<file path="config.mk">
export PLATFORM = sky130hd
export DESIGN_NAME = irrigation_zone_timer
export DESIGN_NICKNAME = d
export VERILOG_FILES = /design/src/rtl/irrigation_zone_timer_pkg.sv /design/src/rtl/bcd_mmss_down_counter.sv /design/src/rtl/irrigation_zone_timer.sv
export SDC_FILE = /design/constraint.sdc
export NUM_CORES = 1
export LEC_CHECK = 0
export BUFFER_PORTS_ARGS = -buffer_cell sky130_fd_sc_hd__buf_2
export CAP_MARGIN = 0
export CORE_MARGIN = 4
export CORE_UTILIZATION = 55
export DETAILED_ROUTE_END_ITERATION = 6
export PLACE_DENSITY = 0.75
export SYNTH_ARGS = -nofsm -noshare
export SYNTH_HDL_FRONTEND = slang
export SYNTH_HIERARCHICAL = 1
export SYNTH_SLANG_ARGS = --single-unit
</file>
<file path="constraint.sdc">
create_clock -name clk -period 4.1 [get_ports clk]
set_input_delay 0.41 -clock clk [delete_from_list [all_inputs] [get_ports clk]]
set_output_delay 0.41 -clock clk [all_outputs]
set_load 0.1 [all_outputs]
</file>
<file path="src/rtl/irrigation_zone_timer_pkg.sv">
// Shared types and digit constants for the multi-zone irrigation countdown timer.
package irrigation_timer_pkg;

    typedef enum logic [1:0] {
        IDLE = 2'd0,
        RUN  = 2'd1,
        DONE = 2'd2
    } zone_state_t;

    localparam int unsigned MIN_D_W   = 2;
    localparam int unsigned MIN_U_W   = 4;
    localparam int unsigned SEC_D_W   = 3;
    localparam int unsigned SEC_U_W   = 4;
    localparam int unsigned SEC_D_MAX = 5;
    localparam int unsigned BCD_MAX   = 9;

endpackage

</file>
<file path="src/rtl/bcd_mmss_down_counter.sv">
// mm:ss BCD down counter for one zone; clear beats load beats decrement.
module bcd_mmss_down_counter
    import irrigation_timer_pkg::*;
(
    input  logic               clk,
    input  logic               rst_n,
    input  logic               clear,
    input  logic               load,
    input  logic               dec,
    input  logic [MIN_D_W-1:0] load_min_d,
    input  logic [MIN_U_W-1:0] load_min_u,
    output logic [MIN_D_W-1:0] min_d,
    output logic [MIN_U_W-1:0] min_u,
    output logic [SEC_D_W-1:0] sec_d,
    output logic [SEC_U_W-1:0] sec_u,
    output logic               zero,
    output logic               last
);

    assign zero = (min_d == '0) && (min_u == '0) && (sec_d == '0) && (sec_u == '0);
    // last: the next decrement lands on 00:00
    assign last = (min_d == '0) && (min_u == '0) && (sec_d == '0) && (sec_u == SEC_U_W'(1));

    always_ff @(posedge clk or negedge rst_n) begin
        if (!rst_n) begin
            min_d <= '0;
            min_u <= '0;
            sec_d <= '0;
            sec_u <= '0;
        end else if (clear) begin
            min_d <= '0;
            min_u <= '0;
            sec_d <= '0;
            sec_u <= '0;
        end else if (load) begin
            min_d <= load_min_d;
            min_u <= load_min_u;
            sec_d <= '0;
            sec_u <= '0;
        end else if (dec && !zero) begin
            if (sec_u != '0) begin
                sec_u <= sec_u - SEC_U_W'(1);
            end else begin
                sec_u <= SEC_U_W'(BCD_MAX);
                if (sec_d != '0) begin
                    sec_d <= sec_d - SEC_D_W'(1);
                end else begin
                    sec_d <= SEC_D_W'(SEC_D_MAX);
                    if (min_u != '0) begin
                        min_u <= min_u - MIN_U_W'(1);
                    end else begin
                        min_u <= MIN_U_W'(BCD_MAX);
                        min_d <= min_d - MIN_D_W'(1);
                    end
                end
            end
        end
    end

endmodule

</file>
<file path="src/rtl/irrigation_zone_timer.sv">
// ZONES independent mm:ss countdown timers sharing a one-second prescaler.
// Optional per-zone pause input enabled by IRRIGATION_TIMER_PAUSE_EN.
module irrigation_zone_timer
    import irrigation_timer_pkg::*;
#(
    parameter int unsigned ZONES    = 2,
    parameter int unsigned TICK_DIV = 50000000
) (
    input  logic                   clk,
    input  logic                   rst_n,
    input  logic [ZONES-1:0]       irrigation_on,
    input  logic [ZONES-1:0]       switch_pulse,
    input  logic [ZONES-1:0]       conflict,
`ifdef IRRIGATION_TIMER_PAUSE_EN
    input  logic [ZONES-1:0]       pause,
`endif
    input  logic                   force_reset_n,
    input  logic [1:0]             preset_min_d,
    input  logic [3:0]             preset_min_u,
    output logic [2*ZONES-1:0]     minutes_d,
    output logic [4*ZONES-1:0]     minutes_u,
    output logic [3*ZONES-1:0]     seconds_d,
    output logic [4*ZONES-1:0]     seconds_u,
    output logic [ZONES-1:0]       zone_active,
    output logic [ZONES-1:0]       expired
);

    localparam int unsigned CNT_W = $clog2(TICK_DIV);

    logic [CNT_W-1:0]   pre_cnt;
    logic               tick;
    logic [ZONES-1:0]   hold;
    logic [MIN_U_W-1:0] load_min_u;
    logic               preset_nz;

`ifdef IRRIGATION_TIMER_PAUSE_EN
    assign hold = pause;
`else
    assign hold = '0;
`endif

    assign tick       = (pre_cnt == CNT_W'(TICK_DIV - 1));
    assign load_min_u = (preset_min_u > MIN_U_W'(BCD_MAX)) ? MIN_U_W'(BCD_MAX) : preset_min_u;
    assign preset_nz  = (preset_min_d != '0) || (preset_min_u != '0);

    always_ff @(posedge clk or negedge rst_n) begin
        if (!rst_n) pre_cnt <= '0;
        else if (tick) pre_cnt <= '0;
        else pre_cnt <= pre_cnt + CNT_W'(1);
    end

    for (genvar z = 0; z < ZONES; z++) begin : g_zone
        zone_state_t        state;
        logic               active;
        logic               exp_pulse;
        logic               clr;
        logic               load;
        logic               dec;
        logic               zero;
        logic               last;
        logic [MIN_D_W-1:0] md;
        logic [MIN_U_W-1:0] mu;
        logic [SEC_D_W-1:0] sd;
        logic [SEC_U_W-1:0] su;

        assign clr  = !irrigation_on[z] || conflict[z] || switch_pulse[z] || !force_reset_n;
        assign load = (state == IDLE) && !clr && preset_nz;
        assign dec  = (state == RUN) && tick && !hold[z] && !clr && !zero;

        bcd_mmss_down_counter u_cnt (
            .clk        (clk),
            .rst_n      (rst_n),
            .clear      (clr),
            .load       (load),
            .dec        (dec),
            .load_min_d (preset_min_d),
            .load_min_u (load_min_u),
            .min_d      (md),
            .min_u      (mu),
            .sec_d      (sd),
            .sec_u      (su),
            .zero       (zero),
            .last       (last)
        );

        always_ff @(posedge clk or negedge rst_n) begin
            if (!rst_n) begin
                state     <= IDLE;
                active    <= 1'b0;
                exp_pulse <= 1'b0;
            end else begin
                exp_pulse <= 1'b0;
                if (clr) begin
                    state  <= IDLE;
                    active <= 1'b0;
                end else begin
                    case (state)
                        IDLE: if (preset_nz) begin
                            state  <= RUN;
                            active <= 1'b1;
                        end
                        RUN: if (dec && last) begin
                            state     <= DONE;
                            active    <= 1'b0;
                            exp_pulse <= 1'b1;
                        end
                        DONE: state <= DONE;
                        default: begin
                            state  <= IDLE;
                            active <= 1'b0;
                        end
                    endcase
                end
            end
        end

        assign minutes_d[MIN_D_W*z +: MIN_D_W] = md;
        assign minutes_u[MIN_U_W*z +: MIN_U_W] = mu;
        assign seconds_d[SEC_D_W*z +: SEC_D_W] = sd;
        assign seconds_u[SEC_U_W*z +: SEC_U_W] = su;
        assign zone_active[z] = active;
        assign expired[z]     = exp_pulse;
    end

endmodule

</file>
==> results.yml, run 1 <==
logic_synthesis:
  ys_warn_count: 6
  synthCells: 414
  syn_area_um2: 3800
  netlist-cell-type-count: 53
  ys.flop_type: "dfrtp_1"
  syn_nets: 438
  synth_edf_count: 0
  avgSynthCellArea_um2: 9.19
  synthArstFlopShare_pct: 100
  ys_seq_elements: 60
  ys_seq_area_share_pct: 39.5
critical_path:
  reg2reg_slack_ns: 0.77
  r2r_cells: 9
  crit_type: "reg -> reg"
  reg2reg_from: "pre_cnt[0]"
  start_kind: "flip-flop"
  worstPathArrival_ns: 3.60
  path_max_fanout: 8
  endpoint_kind: "flip-flop"
  cp.required_ns: 4.37
  r2r-end: "g_zone[1].u_cnt/min_d[0]"
pwr:
  power_density_nw_per_um2: 299
  peakVddDrop_uv: 215
  leakage_nw: 1.91
final_layout:
  drive_gt1_share_pct: 20.2
  fillers: 550
  finalNetCount: 479
  num_antenna_cells: 0
  layout.cells.non_filler: 540
  syn_to_final_growth_pct: 12.5
clocking:
  postCtsHoldBufs: 0
  clockBufferDepth: 2
  cts_root_buf: "clkbuf_8"
  worst_skew_pair.late_latency_ns: 0.35
  cts_buffers: 9
  clk_pin_slew_worst_paths_ns: 0.08
  postCtsSetupRepairBufs: 0
  cts_max_level: 3
  clock_sinks: 60
  cts.repair.resized: 0
  cts_tree: "done"
routing:
  viasPerCell: 6.02
  wl_per_cell_um: 15.9
  drc: 0
  dr.pass1.iters: 5
  wl_um: 8610
  via_count: 3252
  drt_iter0_markers: 177
  postRouteAntennaNets: 0
floorplanning:
  die_y_um: 91.2
  start_util_pct: 56.3
  rows: 30
  core_um2: 6760
  die_w_um: 91.2
  die-area_um2: 8310
  io_pins: 45
run:
  drv_cap: 0
grt:
  grt.total_usage_pct: 21.5
  grt_pass1_vias: 3038
  grt_overflow: 0
  grt_pass1_wl_um: 14500
  grt_max_degree: 61
  antenna_found_initial: 0
sta:
  period_needed_ns: 3.33
  final.setup.tns_ns: 0
  maxSlewHeadroom_pct: 48.2
  tightest_slew_ns: 0.776
  fmax_mhz: 300
  finalClockSkew_ns: 0.0141
  rsz0062_at_grt: "no"
  fin_crit_sh_pct: 81.3
  maxSlewViolCount: 0
  hold_violations: 0
  setup_viol: 0
placement:
  placedCellCount: 524
  io_buffers: 44
  finalWeightedCongestion: 0.843
  hpwl_um: 6230
min_path:
  hold_class: "in -> async"
outcome:
  status: "complete, no violations"
## through the flow
| step | total power, W | instance area [µm²] | util (%) | hold slack (ns) | worst slack [ns] |
|---|---|---|---|---|---|
| finish | 0.00128 | 4280 | 63.3 | 0.219 | 0.768 |
| global route | 0.00133 | 4280 | 63.3 | 0.300 | 0.542 |
| CTS | 0.00129 | 4280 | 63.3 | 0.250 | 0.766 |
| detailed placement | 0.000661 | 4040 | 59.9 | 0.473 | 0.795 |
| global placement | 0.000660 | 4040 | 59.9 | 0.462 | 0.831 |
| floorplan | 0.000633 | 3800 | - | 0.114 | 0.507 |
## per-layer routing
layer	wire length (µm)	GRT usage [%]	up-vias	share of wire, %
li1	-	-	1598	-
met1	3980	28.2	1562	46
met2	4080	34.0	75	47
met3	353	4.64	17	4.1
met4	201	9.42	0	2.3
met5	0	0	-	0
## worst max path at each step
| stage | start | to | cells after the start |
|---|---|---|---|
| floorplan | g_zone[0].u_cnt/sec_u[3] | g_zone[0].u_cnt/min_d[0] | 10 |
| global placement | pre_cnt[10] | g_zone[0].u_cnt/min_d[0] | 9 |
| detailed placement | pre_cnt[0] | g_zone[1].u_cnt/min_d[0] | 9 |
| CTS | pre_cnt[10] | g_zone[0].u_cnt/min_d[0] | 9 |
| global route | pre_cnt[0] | g_zone[1].u_cnt/min_d[0] | 9 |
| finish | pre_cnt[0] | g_zone[1].u_cnt/min_d[0] | 9 |
## worst max-delay path, cell delays in order (launching register included)
cell	delay (ns)
dfrtp_1	0.38
ha_1	0.27
nand4_1	0.24
nor4_4	0.45
nor3b_1	0.24
buf_4	0.17
or4b_1	0.63
and4bb_4	0.40
mux2_1	0.32
nor3_1	0.16
## cell families (layout without fill, tap and decap cells)
logic type / after synthesis / in the layout / synth area share, %
simple gates: 212 / 212 / 33.7
compound gates: 67 / 67 / 12.3
flops: 60 / 60 / 39.5
buf+inv: 40 / 86 / 5.26
xor+xnor: 16 / 16 / 3.68
mux: 10 / 10 / 2.70
fa+ha+maj: 9 / 9 / 2.96
## final cells by class
class	instances	area, µm²	area share, %
clock buffers	12	165	3.86
clock inverters	4	70.1	1.64
inverters	20	75.1	1.75
well taps	80	100	2.34
flip-flops and latches	60	1500	35.1
repair buffers	50	265	6.20
multi-input cells	314	2100	49.1
## Yosys cell counts, types with 7 or more instances
library cell  instances  area (µm²)
inv_1                20        75.1
ha_1                  9         113
nand3_1              14        70.1
clkbuf_1              7        26.3
xnor2_1               9        78.8
nor3_1               19        95.1
a21oi_1              21         105
dfrtp_1              60        1500
o31ai_1               8        60.1
nand4_1              14        87.6
nand2_1              32         120
o21ai_0              10        50.1
nor2b_1               7        43.8
a211oi_1              8        60.1
mux2i_1               8        80.1
xor2_1                7        61.3
nor2_1               55         206
nor4_1               10        62.6
## sequential cells by signal, summed over array words and instances, names as in the netlist
register            count
pre_cnt                26
g_zone.u_cnt/sec_u      8
g_zone.exp_pulse        2
g_zone.u_cnt/min_d      4
g_zone.active           2
g_zone.u_cnt/sec_d      6
g_zone.state            4
g_zone.u_cnt/min_u      8
## layout by cell type (no fill, tap or decap), types with 7 or more instances in the layout
| master | Yosys | final |
|---|---|---|
| dfrtp_1 | 60 | 60 |
| nor2_1 | 55 | 55 |
| buf_2 | 3 | 44 |
| nand2_1 | 32 | 32 |
| a21oi_1 | 21 | 21 |
| inv_1 | 20 | 20 |
| nor3_1 | 19 | 19 |
| nand3_1 | 14 | 14 |
| nand4_1 | 14 | 14 |
| clkbuf_8 | 0 | 12 |
| nor4_1 | 10 | 10 |
| o21ai_0 | 10 | 10 |
| xnor2_1 | 9 | 9 |
| ha_1 | 9 | 9 |
| o31ai_1 | 8 | 8 |
| a211oi_1 | 8 | 8 |
| mux2i_1 | 8 | 8 |
| xor2_1 | 7 | 7 |
| nor2b_1 | 7 | 7 |
## where the power goes
part / total, W / switching (W) / leakage, nW / internal, W
registers: 0.000595 / 0.00000186 / 0.823 / 0.000593
clock network: 0.000632 / 0.000242 / 0.122 / 0.000390
logic: 0.0000544 / 0.0000393 / 0.967 / 0.0000151
No activity file was read; power rests on OpenSTA's default activity.
==> run 2, diff against run 1 <==
==> constraint.sdc (replaced) <==
create_clock -name clk -period 3.1 [get_ports clk]
set_input_delay 0.31 -clock clk [delete_from_list [all_inputs] [get_ports clk]]
set_output_delay 0.31 -clock clk [all_outputs]
set_load 0.1 [all_outputs]
==> results.yml, run 2 (synthesis results as in run 1) <==
outcome:
  status: "complete, no violations"
pwr:
  finalPower_w: 0.00150
  leakage_nw: 1.92
  peakVddDrop_uv: 250
  p_int_w: 0.00111
  p_clk_share_pct: 42.6
  power_density_nw_per_um2: 340
  netSwitchingPower_w: 0.000383
  seq_power_share_pct: 52.6
  comb_power_share_pct: 4.8
  swShare_pct: 25.6
routing:
  postRouteAntennaNets: 0
  viasPerCell: 6.00
  drt_iter0_markers: 152
  via_count: 3331
  dr.pass1.iters: 4
  wl_per_cell_um: 16.1
  wl_um: 8950
  drc: 0
min_path:
  hold_class: "in -> reg"
floorplanning:
  core_um2: 6760
  die-area_um2: 8310
  die_w_um: 91.2
  start_util_pct: 56.3
  io_pins: 45
  rows: 30
  die_y_um: 91.2
final_layout:
  syn_to_final_growth_pct: 15.6
  layout_common_cells: "55 x nor2_1, 44 x buf_2, 38 x dfrtp_1, 32 x nand2_1, 22 x dfrtp_2"
  num_antenna_cells: 0
  fillers: 554
  final_util_pct: 65.1
  finalNetCount: 494
  top_regs: "pre_cnt x26, g_zone.u_cnt/min_u x8, g_zone.u_cnt/sec_u x8"
  largest_reg_flops: 26
  drive_gt1_share_pct: 28.4
  top_register: "pre_cnt"
  final_common_cell: "nor2_1"
critical_path:
  worstPathArrival_ns: 3.22
  path_max_fanout: 4
  crit_type: "reg -> reg"
  endpoint_kind: "flip-flop"
  cp.required_ns: 3.35
  start_kind: "flip-flop"
  reg2reg_slack_ns: 0.13
placement:
  io_buffers: 44
  finalWeightedCongestion: 0.845
  hpwl_um: 6620
clocking:
  clockBufferDepth: 2
  cts_root_buf: "clkbuf_8"
  clock_sinks: 60
  cts_max_level: 3
  cts_buffers: 9
  worst_skew_pair.late_latency_ns: 0.34
  cts_tree: "done"
  clk_pin_slew_worst_paths_ns: 0.07
sta:
  period_needed_ns: 2.97
  fmax_mhz: 337
  maxSlewHeadroom_pct: 64.1
  tightest_slew_ns: 0.536
  hold_violations: 0
  setup_viol: 0
  fin_crit_sh_pct: 95.8
  maxSlewViolCount: 0
  finalClockSkew_ns: 0.0119
grt:
  antenna_found_initial: 0
  grt_overflow: 0
  grt_pass1_wl_um: 15600
  grt_pass1_vias: 3313
  grt_max_degree: 39
  grt.total_usage_pct: 23.0
run:
  drv_cap: 0
==> run 2: cell count changes in the layout (fill, tap and decap cells not counted), moves of 2 or more <==
cell / before / now
buf_4: 6 / 20
nor3b_2: 0 / 2
clkbuf_8: 12 / 10
clkinvlp_4: 0 / 4
nor3b_1: 5 / 3
bufinv_16: 2 / 0
dfrtp_1: 60 / 38
dfrtp_2: 0 / 22
==> run 2: what timing repair did <==
| item | 4_1_cts | 5_1_grt |
|---|---|---|
| hold endpoints to repair | 22 | 0 |
| gates resized for setup | 0 | 4 |
| hold buffers | 1 | 0 |
| setup endpoints to repair | 0 | 10 |
| setup buffers | 0 | 2 |
==> run 2: power groups by stage <==
stage	Sequential, W	Combinational, W	Clock, W
6_report	0.000787	0.0000725	0.000637
4_1_cts	0.000787	0.0000737	0.000652
2_1_floorplan	0.000805	0.0000330	0
3_3_place_gp	0.000802	0.0000708	0
5_1_grt	0.000786	0.0000814	0.000692
3_5_place_dp	0.000802	0.0000725	0
==> run 2: area by class of cell <==
class,instances,area [µm²],share of cell area [%]
Clock buffer,10,138,3.13
Clock inverter,6,40.0,0.911
Inverter,20,75.1,1.71
Multi-Input combinational cell,314,2130,48.5
Sequential cell,60,1530,34.8
Tap cell,80,100,2.28
Timing Repair Buffer,65,380,8.65
==> run 2: path summary, 6_finish.rpt <==
kind	end	from	depth (start not counted)
worst max-delay path	g_zone[0].u_cnt/min_d[0]	pre_cnt[16]	9
worst min-delay path	g_zone[0].u_cnt/min_d[0]	preset_min_d[0]	3
worst max register to register	g_zone[0].u_cnt/min_d[0]	pre_cnt[16]	9
worst min register to register	pre_cnt[0]	pre_cnt[0]	1
max in group asynchronous	g_zone[1].u_cnt/sec_d[2]	rst_n	3
min in group asynchronous	g_zone[1].u_cnt/sec_d[0]	rst_n	2
==> run 2: layer usage <==
metal / global-route usage (%) / share of wire (%)
met1: 29.4 / 45
met2: 38.3 / 49
met3: 3.89 / 4.1
met4: 10.3 / 2.2
met5: 0 / 0
==> run 2: critical path: stages, from the launching register on <==
cell and delay [ns]:
dfrtp_1 0.42, nor4b_2 0.29, nand4_1 0.18, nor4_4 0.30, buf_4 0.17, nor3b_2 0.18
or4b_4 0.49, and4bb_4 0.34, mux2_1 0.34, nor3_1 0.17
==> run 2: metrics by stage <==
stage | area [µm²] | hold WS (ns) | std cells | worst slack (ns) | TNS [ns]
after floorplan | 3840 | 0.0144 | 414 | 0.0111 | 0
after global placement | 4170 | 0.321 | 536 | 0.246 | 0
after detailed placement | 4170 | 0.319 | 536 | 0.217 | 0
after CTS | 4360 | 0.254 | 553 | 0.165 | 0
after global routing | 4400 | 0.273 | 555 | -0.0516 | -0.107
final | 4400 | 0.267 | 555 | 0.130 | 0
==> run 3, diff against run 2 <==
--- a/config.mk
+++ b/config.mk
@@ -10,6 +10,7 @@
 export CORE_MARGIN = 4
 export CORE_UTILIZATION = 55
 export DETAILED_ROUTE_END_ITERATION = 6
+export GPL_TIMING_DRIVEN = 0
 export PLACE_DENSITY = 0.75
 export SYNTH_ARGS = -nofsm -noshare
 export SYNTH_HDL_FRONTEND = slang
==> constraint.sdc (replaced) <==
create_clock -name clk -period 3.6 [get_ports clk]
set_input_delay 0.36 -clock clk [delete_from_list [all_inputs] [get_ports clk]]
set_output_delay 0.36 -clock clk [all_outputs]
set_load 0.1 [all_outputs]
==> results.yml, run 3 (synthesis results as in run 1) <==
outcome:
  status: "complete, no violations"
routing:
  wl_um: 8640
  drc: 0
  via_count: 3280
  postRouteAntennaNets: 0
  dr.pass1.iters: 5
  wl_per_cell_um: 15.5
  drt_iter0_markers: 213
  viasPerCell: 5.90
run:
  drv_cap: 0
clocking:
  postCtsHoldBufs: 0
  clockBufferDepth: 2
  clk_pin_slew_worst_paths_ns: 0.07
  cts_max_level: 3
  clock_sinks: 60
  worst_skew_pair.late_latency_ns: 0.35
  cts_buffers: 9
  cts_root_buf: "clkbuf_8"
  cts_tree: "done"
sta:
  hold_slack_ns: 0.0736
  period_needed_ns: 3.42
  fin_ws_ns: 0.180
  fin_crit_sh_pct: 95.0
  hold_violations: 0
  fmax_mhz: 292
  maxSlewHeadroom_pct: 49.2
  maxSlewViolCount: 0
  setup_viol: 0
  finalClockSkew_ns: 0.0124
  tightest_slew_ns: 0.762
pwr:
  leakage_nw: 2.01
  finalPower_w: 0.00136
  peakVddDrop_uv: 215
  power_density_nw_per_um2: 311
grt:
  grt_pass1_wl_um: 14400
  grt_max_degree: 61
  grt_overflow: 0
  grt.total_usage_pct: 21.6
  antenna_found_initial: 0
  grt_pass1_vias: 3070
final_layout:
  final_common_cell: "dfrtp_1"
  largest_reg_flops: 26
  num_antenna_cells: 0
  fillers: 559
  layout_common_cells: "60 x dfrtp_1, 55 x nor2_1, 45 x buf_2, 32 x nand2_1, 21 x a21oi_1"
  finalNetCount: 495
  drive_gt1_share_pct: 22.5
  syn_to_final_growth_pct: 15.4
  top_register: "pre_cnt"
  top_regs: "pre_cnt x26, g_zone.u_cnt/min_u x8, g_zone.u_cnt/sec_u x8"
critical_path:
  worstPathArrival_ns: 3.68
  crit_type: "reg -> reg"
  start_kind: "flip-flop"
  path_max_fanout: 10
  cp.required_ns: 3.86
  endpoint_kind: "flip-flop"
placement:
  io_buffers: 44
  pre_cts_slack_ns: -0.103
  hpwl_um: 6100
  finalWeightedCongestion: 0.866
floorplanning:
  die-area_um2: 8310
  core_um2: 6760
  rows: 30
  io_pins: 45
  die_y_um: 91.2
  die_w_um: 91.2
  start_util_pct: 56.3
min_path:
  hold_class: "in -> async"
-- run 3: cell types whose count changed in the layout (fill, tap and decap cells not counted), sizes merged --
cell	previous run	this run
buf	64	59
clkinvlp	4	0
clkinv	2	4
dlygate4sd3	1	0
clkbuf	10	18
bufinv	0	1
-- run 3: final timing paths --
path | start | end | slack (ns) | cells after the start
worst max-delay path | pre_cnt[18] | g_zone[0].u_cnt/min_d[0] | 0.18 | 10
worst min-delay path | rst_n | g_zone[0].u_cnt/sec_d[0] | 0.07 | 1
worst max register to register | pre_cnt[18] | g_zone[0].u_cnt/min_d[0] | 0.18 | 10
worst min register to register | pre_cnt[0] | pre_cnt[0] | 0.49 | 1
max in group asynchronous | rst_n | pre_cnt[23] | 3.00 | 1
min in group clk | preset_min_d[1] | g_zone[0].u_cnt/min_d[1] | 0.29 | 3
-- run 3: critical path, stage by stage (launching register included) --
cell	delay (ns)
dfrtp_1	0.48
nor4_2	0.32
nand4_1	0.18
nor4_4	0.40
buf_6	0.20
nor3b_4	0.27
or4b_1	0.48
buf_6	0.16
and4bb_4	0.32
mux2_1	0.32
nor3_1	0.19
-- run 3: per-stage QoR --
| stage | cell area (µm²) | TNS (ns) | utilization (%) | cells |
|---|---|---|---|---|
| 2_1_floorplan | 3800 | 0 | - | 414 |
| 3_3_place_gp | 4120 | -0.0784 | 61.0 | 538 |
| 3_5_place_dp | 4120 | -0.201 | 61.0 | 538 |
| 4_1_cts | 4340 | 0 | 64.2 | 554 |
| 5_1_grt | 4390 | -0.0950 | 64.9 | 556 |
| 6_report | 4390 | 0 | 64.9 | 556 |
-- run 3: what timing repair did --
action	4_1_cts	5_1_grt
resized for setup	2	7
endpoints found under the setup margin	2	5
hold endpoints to repair	0	0
cloned	0	0
buffers inserted	0	3
pin swaps	0	1
-- run 3: cell type report --
class                           count  area, µm²  share of cell area [%]
Inverter                           20       75.1                    1.71
Buffer                             19        128                    2.91
Tap cell                           80        100                    2.28
Multi-Input combinational cell    314       2140                    48.7
Clock inverter                      5       50.0                    1.14
Clock buffer                       11        151                    3.45
Timing Repair Buffer               47        245                    5.59
Sequential cell                    60       1500                    34.2
-- run 3: report_power, final --
part / internal (W) / leakage, nW / switching (W)
Sequential: 0.000676 / 0.823 / 0.00000189
Clock: 0.000352 / 0.109 / 0.000272
Combinational: 0.0000175 / 1.08 / 0.0000442
-- run 3: routing by layer --
| metal | GRT usage, % | vias to the layer above | part of all wire (%) |
|---|---|---|---|
| met5 | 0 | - | 0 |
| met4 | 9.92 | 0 | 2.5 |
| met3 | 4.06 | 18 | 4.6 |
| met2 | 33.3 | 82 | 46 |
| met1 | 29.4 | 1555 | 46 |
| li1 | - | 1625 | - |
